**src/rtl/stim_rx_pkg.sv**
```systemverilog
// Shared types and constants for the stimulator serial link receiver.
package stim_rx_pkg;
  typedef enum logic [1:0] {IDLE, RESET_SEQ, RUN} state_t;

  localparam int         DEF_WORD_W  = 8;
  localparam logic [7:0] RESET_WORD  = 8'hFF;
  localparam int         RESET_WORDS = 2;
endpackage

```
**src/rtl/stim_rx_sync_edge.sv**
```systemverilog
// Multi-flop synchronizer with registered level and edge outputs; optional
// side data travels through the same stages so it stays aligned with the edge.
module stim_rx_sync_edge #(
  parameter int STAGES = 2,
  parameter int DATA_W = 1
) (
  input  logic              clk_in,
  input  logic              bt_res,
  input  logic              sig,
  input  logic [DATA_W-1:0] data,
  output logic              lvl,
  output logic              rise,
  output logic              fall,
  output logic [DATA_W-1:0] data_out
);
  logic [STAGES-1:0]             sig_q;
  logic [STAGES-1:0][DATA_W-1:0] dat_q;

  always_ff @(posedge clk_in) begin
    if (bt_res) begin
      sig_q    <= '0;
      dat_q    <= '0;
      lvl      <= 1'b0;
      rise     <= 1'b0;
      fall     <= 1'b0;
      data_out <= '0;
    end else begin
      sig_q    <= {sig_q[STAGES-2:0], sig};
      dat_q    <= {dat_q[STAGES-2:0], data};
      lvl      <= sig_q[STAGES-1];
      rise     <= sig_q[STAGES-1] & ~lvl;
      fall     <= ~sig_q[STAGES-1] & lvl;
      data_out <= dat_q[STAGES-1];
    end
  end
endmodule

```
**src/rtl/stim_serial_rx.sv**
```systemverilog
// Oversampling receiver for the stimulator serial link: rebuilds channel words,
// counts frames and decodes the two-word reset command.
module stim_serial_rx
  import stim_rx_pkg::*;
#(
  parameter int WORD_W      = DEF_WORD_W,
  parameter int NUM_CHA     = 2,
  parameter int MSB_FIRST   = 1,
  parameter int SYNC_STAGES = 2
) (
  input  logic              clk_in,
  input  logic              bt_res,
  input  logic              rx_sclk,
  input  logic              rx_din,
  input  logic              rx_resn,
  input  logic              rx_enable,
  input  logic [3:0]        rx_sel,
  output logic              word_valid,
  output logic [WORD_W-1:0] word_data,
  output logic [3:0]        word_cha,
  output logic [3:0]        word_addr,
  output logic              frame_done,
  output logic [15:0]       frame_count,
  output logic              reset_active,
  output logic              reset_cmd,
  output logic              err_abort
);
  localparam int BIT_W = (WORD_W > 1) ? $clog2(WORD_W) : 1;

  logic       bit_ev, sclk_lvl, sclk_fall;
  logic [4:0] sd;
  logic       resn_lvl, resn_rise, resn_fall, resn_dat;
  logic       en_lvl, en_rise, en_fall, en_dat;
  logic       din;
  logic [3:0] sel;
  logic       unused_sink;

  stim_rx_sync_edge #(.STAGES(SYNC_STAGES), .DATA_W(5)) u_sclk (
    .clk_in, .bt_res, .sig(rx_sclk), .data({rx_sel, rx_din}),
    .lvl(sclk_lvl), .rise(bit_ev), .fall(sclk_fall), .data_out(sd));
  stim_rx_sync_edge #(.STAGES(SYNC_STAGES), .DATA_W(1)) u_resn (
    .clk_in, .bt_res, .sig(rx_resn), .data(1'b0),
    .lvl(resn_lvl), .rise(resn_rise), .fall(resn_fall), .data_out(resn_dat));
  stim_rx_sync_edge #(.STAGES(SYNC_STAGES), .DATA_W(1)) u_en (
    .clk_in, .bt_res, .sig(rx_enable), .data(1'b0),
    .lvl(en_lvl), .rise(en_rise), .fall(en_fall), .data_out(en_dat));

  assign din         = sd[0];
  assign sel         = sd[4:1];
  assign unused_sink = ^{sclk_lvl, sclk_fall, resn_lvl, resn_rise, resn_dat, en_rise, en_fall, en_dat};

  state_t             state, state_n;
  logic [BIT_W-1:0]   bit_cnt, bit_n;
  logic [3:0]         word_cnt, wcnt_n, addr_cap, addr_n, addr_w, cha_v;
  logic [WORD_W-1:0]  sh, sh_n, shifted;
  logic               rst_ok, ok_n, wv, fd, rc, ea, last;

  always_comb begin
    state_n = state;
    bit_n   = bit_cnt;
    wcnt_n  = word_cnt;
    sh_n    = sh;
    addr_n  = addr_cap;
    ok_n    = rst_ok;
    wv      = 1'b0;
    fd      = 1'b0;
    rc      = 1'b0;
    ea      = 1'b0;
    cha_v   = 4'd0;
    shifted = (MSB_FIRST != 0) ? {sh[WORD_W-2:0], din} : {din, sh[WORD_W-1:1]};
    last    = (bit_cnt == BIT_W'(WORD_W-1));
    addr_w  = (bit_cnt == '0) ? sel : addr_cap;
    case (state)
      IDLE: begin
        // Falling edge (not level) so a resn still low after a sequence cannot re-trigger it.
        if (resn_fall) begin
          state_n = RESET_SEQ;
          bit_n   = '0;
          wcnt_n  = '0;
          ok_n    = 1'b1;
        end else if (en_lvl) begin
          state_n = RUN;
          bit_n   = '0;
          wcnt_n  = '0;
        end
      end
      RESET_SEQ: begin
        if (bit_ev) begin
          sh_n   = shifted;
          addr_n = addr_w;
          if (last) begin
            bit_n = '0;
            wv    = 1'b1;
            ok_n  = rst_ok & (shifted == WORD_W'(RESET_WORD));
            if (word_cnt == 4'(RESET_WORDS-1)) begin
              state_n = IDLE;
              wcnt_n  = '0;
              rc      = ok_n;
              ea      = ~ok_n;
            end else begin
              wcnt_n = word_cnt + 4'd1;
            end
          end else begin
            bit_n = bit_cnt + 1'b1;
          end
        end
      end
      RUN: begin
        if (resn_fall) begin
          state_n = RESET_SEQ;
          bit_n   = '0;
          wcnt_n  = '0;
          ok_n    = 1'b1;
          ea      = (bit_cnt != '0);
        end else if (!en_lvl) begin
          state_n = IDLE;
          bit_n   = '0;
          wcnt_n  = '0;
          ea      = (bit_cnt != '0);
        end else if (bit_ev) begin
          sh_n   = shifted;
          addr_n = addr_w;
          if (last) begin
            bit_n = '0;
            wv    = 1'b1;
            cha_v = word_cnt;
            if (word_cnt == 4'(NUM_CHA-1)) begin
              wcnt_n = '0;
              fd     = 1'b1;
            end else begin
              wcnt_n = word_cnt + 4'd1;
            end
          end else begin
            bit_n = bit_cnt + 1'b1;
          end
        end
      end
      default: state_n = IDLE;
    endcase
  end

  always_ff @(posedge clk_in) begin
    if (bt_res) begin
      state       <= IDLE;
      bit_cnt     <= '0;
      word_cnt    <= '0;
      sh          <= '0;
      addr_cap    <= '0;
      rst_ok      <= 1'b0;
      word_valid  <= 1'b0;
      word_data   <= '0;
      word_cha    <= '0;
      word_addr   <= '0;
      frame_done  <= 1'b0;
      frame_count <= '0;
      reset_cmd   <= 1'b0;
      err_abort   <= 1'b0;
    end else begin
      state      <= state_n;
      bit_cnt    <= bit_n;
      word_cnt   <= wcnt_n;
      sh         <= sh_n;
      addr_cap   <= addr_n;
      rst_ok     <= ok_n;
      word_valid <= wv;
      frame_done <= fd;
      reset_cmd  <= rc;
      err_abort  <= ea;
      if (wv) begin
        word_data <= sh_n;
        word_cha  <= cha_v;
        word_addr <= addr_w;
      end
      if (fd) frame_count <= frame_count + 16'd1;
    end
  end

  assign reset_active = (state == RESET_SEQ);
endmodule

```
**config.mk**
```make
export PLATFORM = sky130hd
export DESIGN_NAME = stim_serial_rx
export DESIGN_NICKNAME = d
export VERILOG_FILES = /design/src/rtl/stim_rx_pkg.sv /design/src/rtl/stim_rx_sync_edge.sv /design/src/rtl/stim_serial_rx.sv
export SDC_FILE = /design/constraint.sdc
export NUM_CORES = 1
export LEC_CHECK = 0
export ABC_AREA = 1
export ABC_CLOCK_PERIOD_IN_PS = 2800
export BUFFER_PORTS_ARGS = -buffer_cell sky130_fd_sc_hd__buf_2
export CAP_MARGIN = 20
export CORE_UTILIZATION = 40
export DETAILED_ROUTE_END_ITERATION = 12
export PLACE_DENSITY_LB_ADDON = 0.08
export SKIP_LAST_GASP = 1
export SYNTH_ARGS = -nofsm -noshare
export SYNTH_HDL_FRONTEND = slang
export SYNTH_HIERARCHICAL = 1
export SYNTH_SLANG_ARGS = --single-unit
```
**constraint.sdc**
```tcl
create_clock -name clk_in -period 2.8 [get_ports clk_in]
set_clock_uncertainty 0.15 [all_clocks]
set_input_delay 0.14 -clock clk_in [delete_from_list [all_inputs] [get_ports clk_in]]
set_output_delay 0.14 -clock clk_in [all_outputs]
set_load 0.02 [all_outputs]
```
==> summary.txt <==
Min path
  – Hold crit path type: input pin to register
  – Hold_sp: bt_res

Routing
  – Detailed-route DRC error count: 0
  – DR vias/cell: 4.73
  – First-pass DRT Iterations: 4
  – DR iter-0 viols: 121
  – Detail Route Antenna Nets: 0
  – Via count: 3,078
  – WL/cell: 11.7 microns
  – WL final: 7600 microns

Synth
  – Synth Cell Area: 3760 sq um
  – Syn avg cell area: 7.78 sq um
  – Ys Warns: 6
  – Mapped Nets: 503
  – Syn Inst Count: 483

Placement
  – Final HPWL DP: 5420 microns
  – Number of port buffers: 46
  – Gp weighted congestion: 0.813
  – Post-DP Area: 4020 sq um
  – Dpl ws: 0.742 ns

Timing
  – Final number of setup-violating endpoints: 0
  – RSZ-0062 raised after global routing: false
  – Fin crit period: 2.05 ns
  – Slew Limit Fails: 0
  – Actual slew at the worst max-slew pin: 0.442 ns
  – Final hold vios: 0
  – Final Cycle Share: 0.734
  – Max Clk Rate: 487 MHz
  – Worst slew margin: 0.705
  – Final worst setup slack: 0.745 ns
  – TNS Setup: 0 ns

CTS
  – CTS Buffer Depth: 2
  – Clock tree sinks: 84
  – Max H-tree Level: 3
  – CTS Root Buffer Type: clkbuf_8
  – Clk pin slew, worst setup/hold paths: 0.09 ns
  – CTS tree: done
  – CTS buffer count: 9
  – Clk_lat worst skew: 0.34 ns
  – Post-CTS setup buffers: 0

Global routing
  – Vias in the first global route: 2,825
  – Largest net degree at the start of global routing: 33
  – GR Overflow Total: 0
  – Gr usage total: 0.166
  – Antenna violations before repair: 0
  – First-pass GRT wire length: 13,100 microns

Pwr
  – Total power draw: 2.48 mW
  – Register share of total power: 0.494
  – Sw Ratio: 0.215
  – Comb power frac: 0.058
  – PD cells: 568 nW/um^2
  – Internal power: 1.95 mW
  – Peak supply drop: 337 uV
  – Leakage power: 2.01 nW
  – Clk pwr share: 0.448
  – Switching power total: 0.532 mW

Die
  – # IOs: 47
  – Die Height: 98.9 microns
  – Initial Utilization: 0.422
  – Die area: 9780 sq um
  – Rows: 34
  – Core Area: 8890 sq um
  – Die W: 98.9 microns

Status
  – Status: completed

Finish
  – Area occupied by registers: 1680 sq um
  – Final nets: 558
  – Footprint of the multi-input gates: 1650 sq um
  – Final design utilization: 0.491
  – Cell area after layout: 4370 sq um
  – Ant diodes: 0
  – Area Overhead vs Synth: 16.3%
  – Share of layout cells above drive strength 1: 0.204
  – Filler instances: 868

Setup path
  – Critical path required time: 2.89 ns
  – Reg-to-Reg Start: state[1]
  – WS Path Type: register to register
  – CP max FO: 23
  – Critical path startpoint category: register
  – Crit path launch: state[1]
  – CP Capture Type: register
  – CP arrival: 2.15 ns

Run
  – Max Cap Viol: 0
## final timing paths
path	end	slack, ns	cells past startpoint
worst max register to register	word_data[5]	0.75	9
worst max-delay path	word_data[5]	0.75	9
worst min-delay path	u_resn/sig_q[0]	0.04	2
worst min register to register	u_sclk/dat_q[9]	0.25	2
## layout make-up
type                    count  share of cell area
clock inverters             6              0.0312
well taps                 108              0.0309
inverters                  83              0.0719
multi-input cells         304               0.377
flip-flops and latches     84               0.385
clock buffers              10              0.0292
repair buffers             56              0.0745
## through the flow
step / hold WS [ns] / cells
4_1_cts: 0.0394 / 651
5_1_grt: 0.0602 / 651
2_1_floorplan: 0.0612 / 483
3_5_place_dp: 0.197 / 627
6_report: 0.0432 / 651
3_3_place_gp: 0.188 / 627
## power groups by stage
| stage | clock (mW) | combinational, mW | sequential (mW) |
|---|---|---|---|
| 6_report | 1.11 | 0.144 | 1.22 |
| 5_1_grt | 1.19 | 0.162 | 1.23 |
| 4_1_cts | 1.15 | 0.145 | 1.23 |
| 3_5_place_dp | 0 | 0.135 | 1.25 |
| 3_3_place_gp | 0 | 0.134 | 1.25 |
| 2_1_floorplan | 0 | 0.107 | 1.25 |
## critical path, cell delays in order, from the launching register on
cell and delay (ns):
dfxtp_1 0.34, inv_1 0.10, ha_1 0.25, inv_1 0.12, nand2_4 0.13, nand2_4 0.09
nor2_8 0.37, inv_1 0.21, nor2_1 0.16, nor2_1 0.04
## placed cells by master, fill, tap and decap left out, types with 3 or more instances in the layout
cell and n:
dfxtp_1 84, nor2_2 3, buf_2 46, nand3_1 29, o21ai_0 23, o21ai_2 8
a21oi_2 13, nand4_1 7, bufinv_16 4, nand2_1 84, dlygate4sd3_1 8, ha_1 10
nor2_1 72, o211a_1 3, inv_1 76, nor3_1 3, inv_2 6, nand2_4 5
clkbuf_8 9, xor2_1 4, o21bai_1 3, a31oi_1 4, nand2_2 4, a21oi_1 13
nand3_2 3
## routing by layer
metal,wire length (microns),global-route usage,vias to the layer above
li1,-,-,1634
met1,3860,0.222,1390
met2,3410,0.265,44
met3,198,0.0284,10
met4,126,0.0712,0
met5,0,0,-
## timing repair
item | in CTS | in global routing
hold endpoints to repair | 8 | 0
gates resized for setup | 0 | 0
hold buffers | 8 | 0
## state kept, by name, summed over array words and instances (netlist names), 2 cells and up
name             count
addr_cap             4
u_sclk/data_out      5
sh                   8
u_en/sig_q           2
frame_count         16
word_cha             4
word_addr            4
word_data            8
word_cnt             4
u_sclk/dat_q        10
u_resn/sig_q         2
bit_cnt              3
u_sclk/sig_q         2
state                2
(Power assumes the default switching activity.)
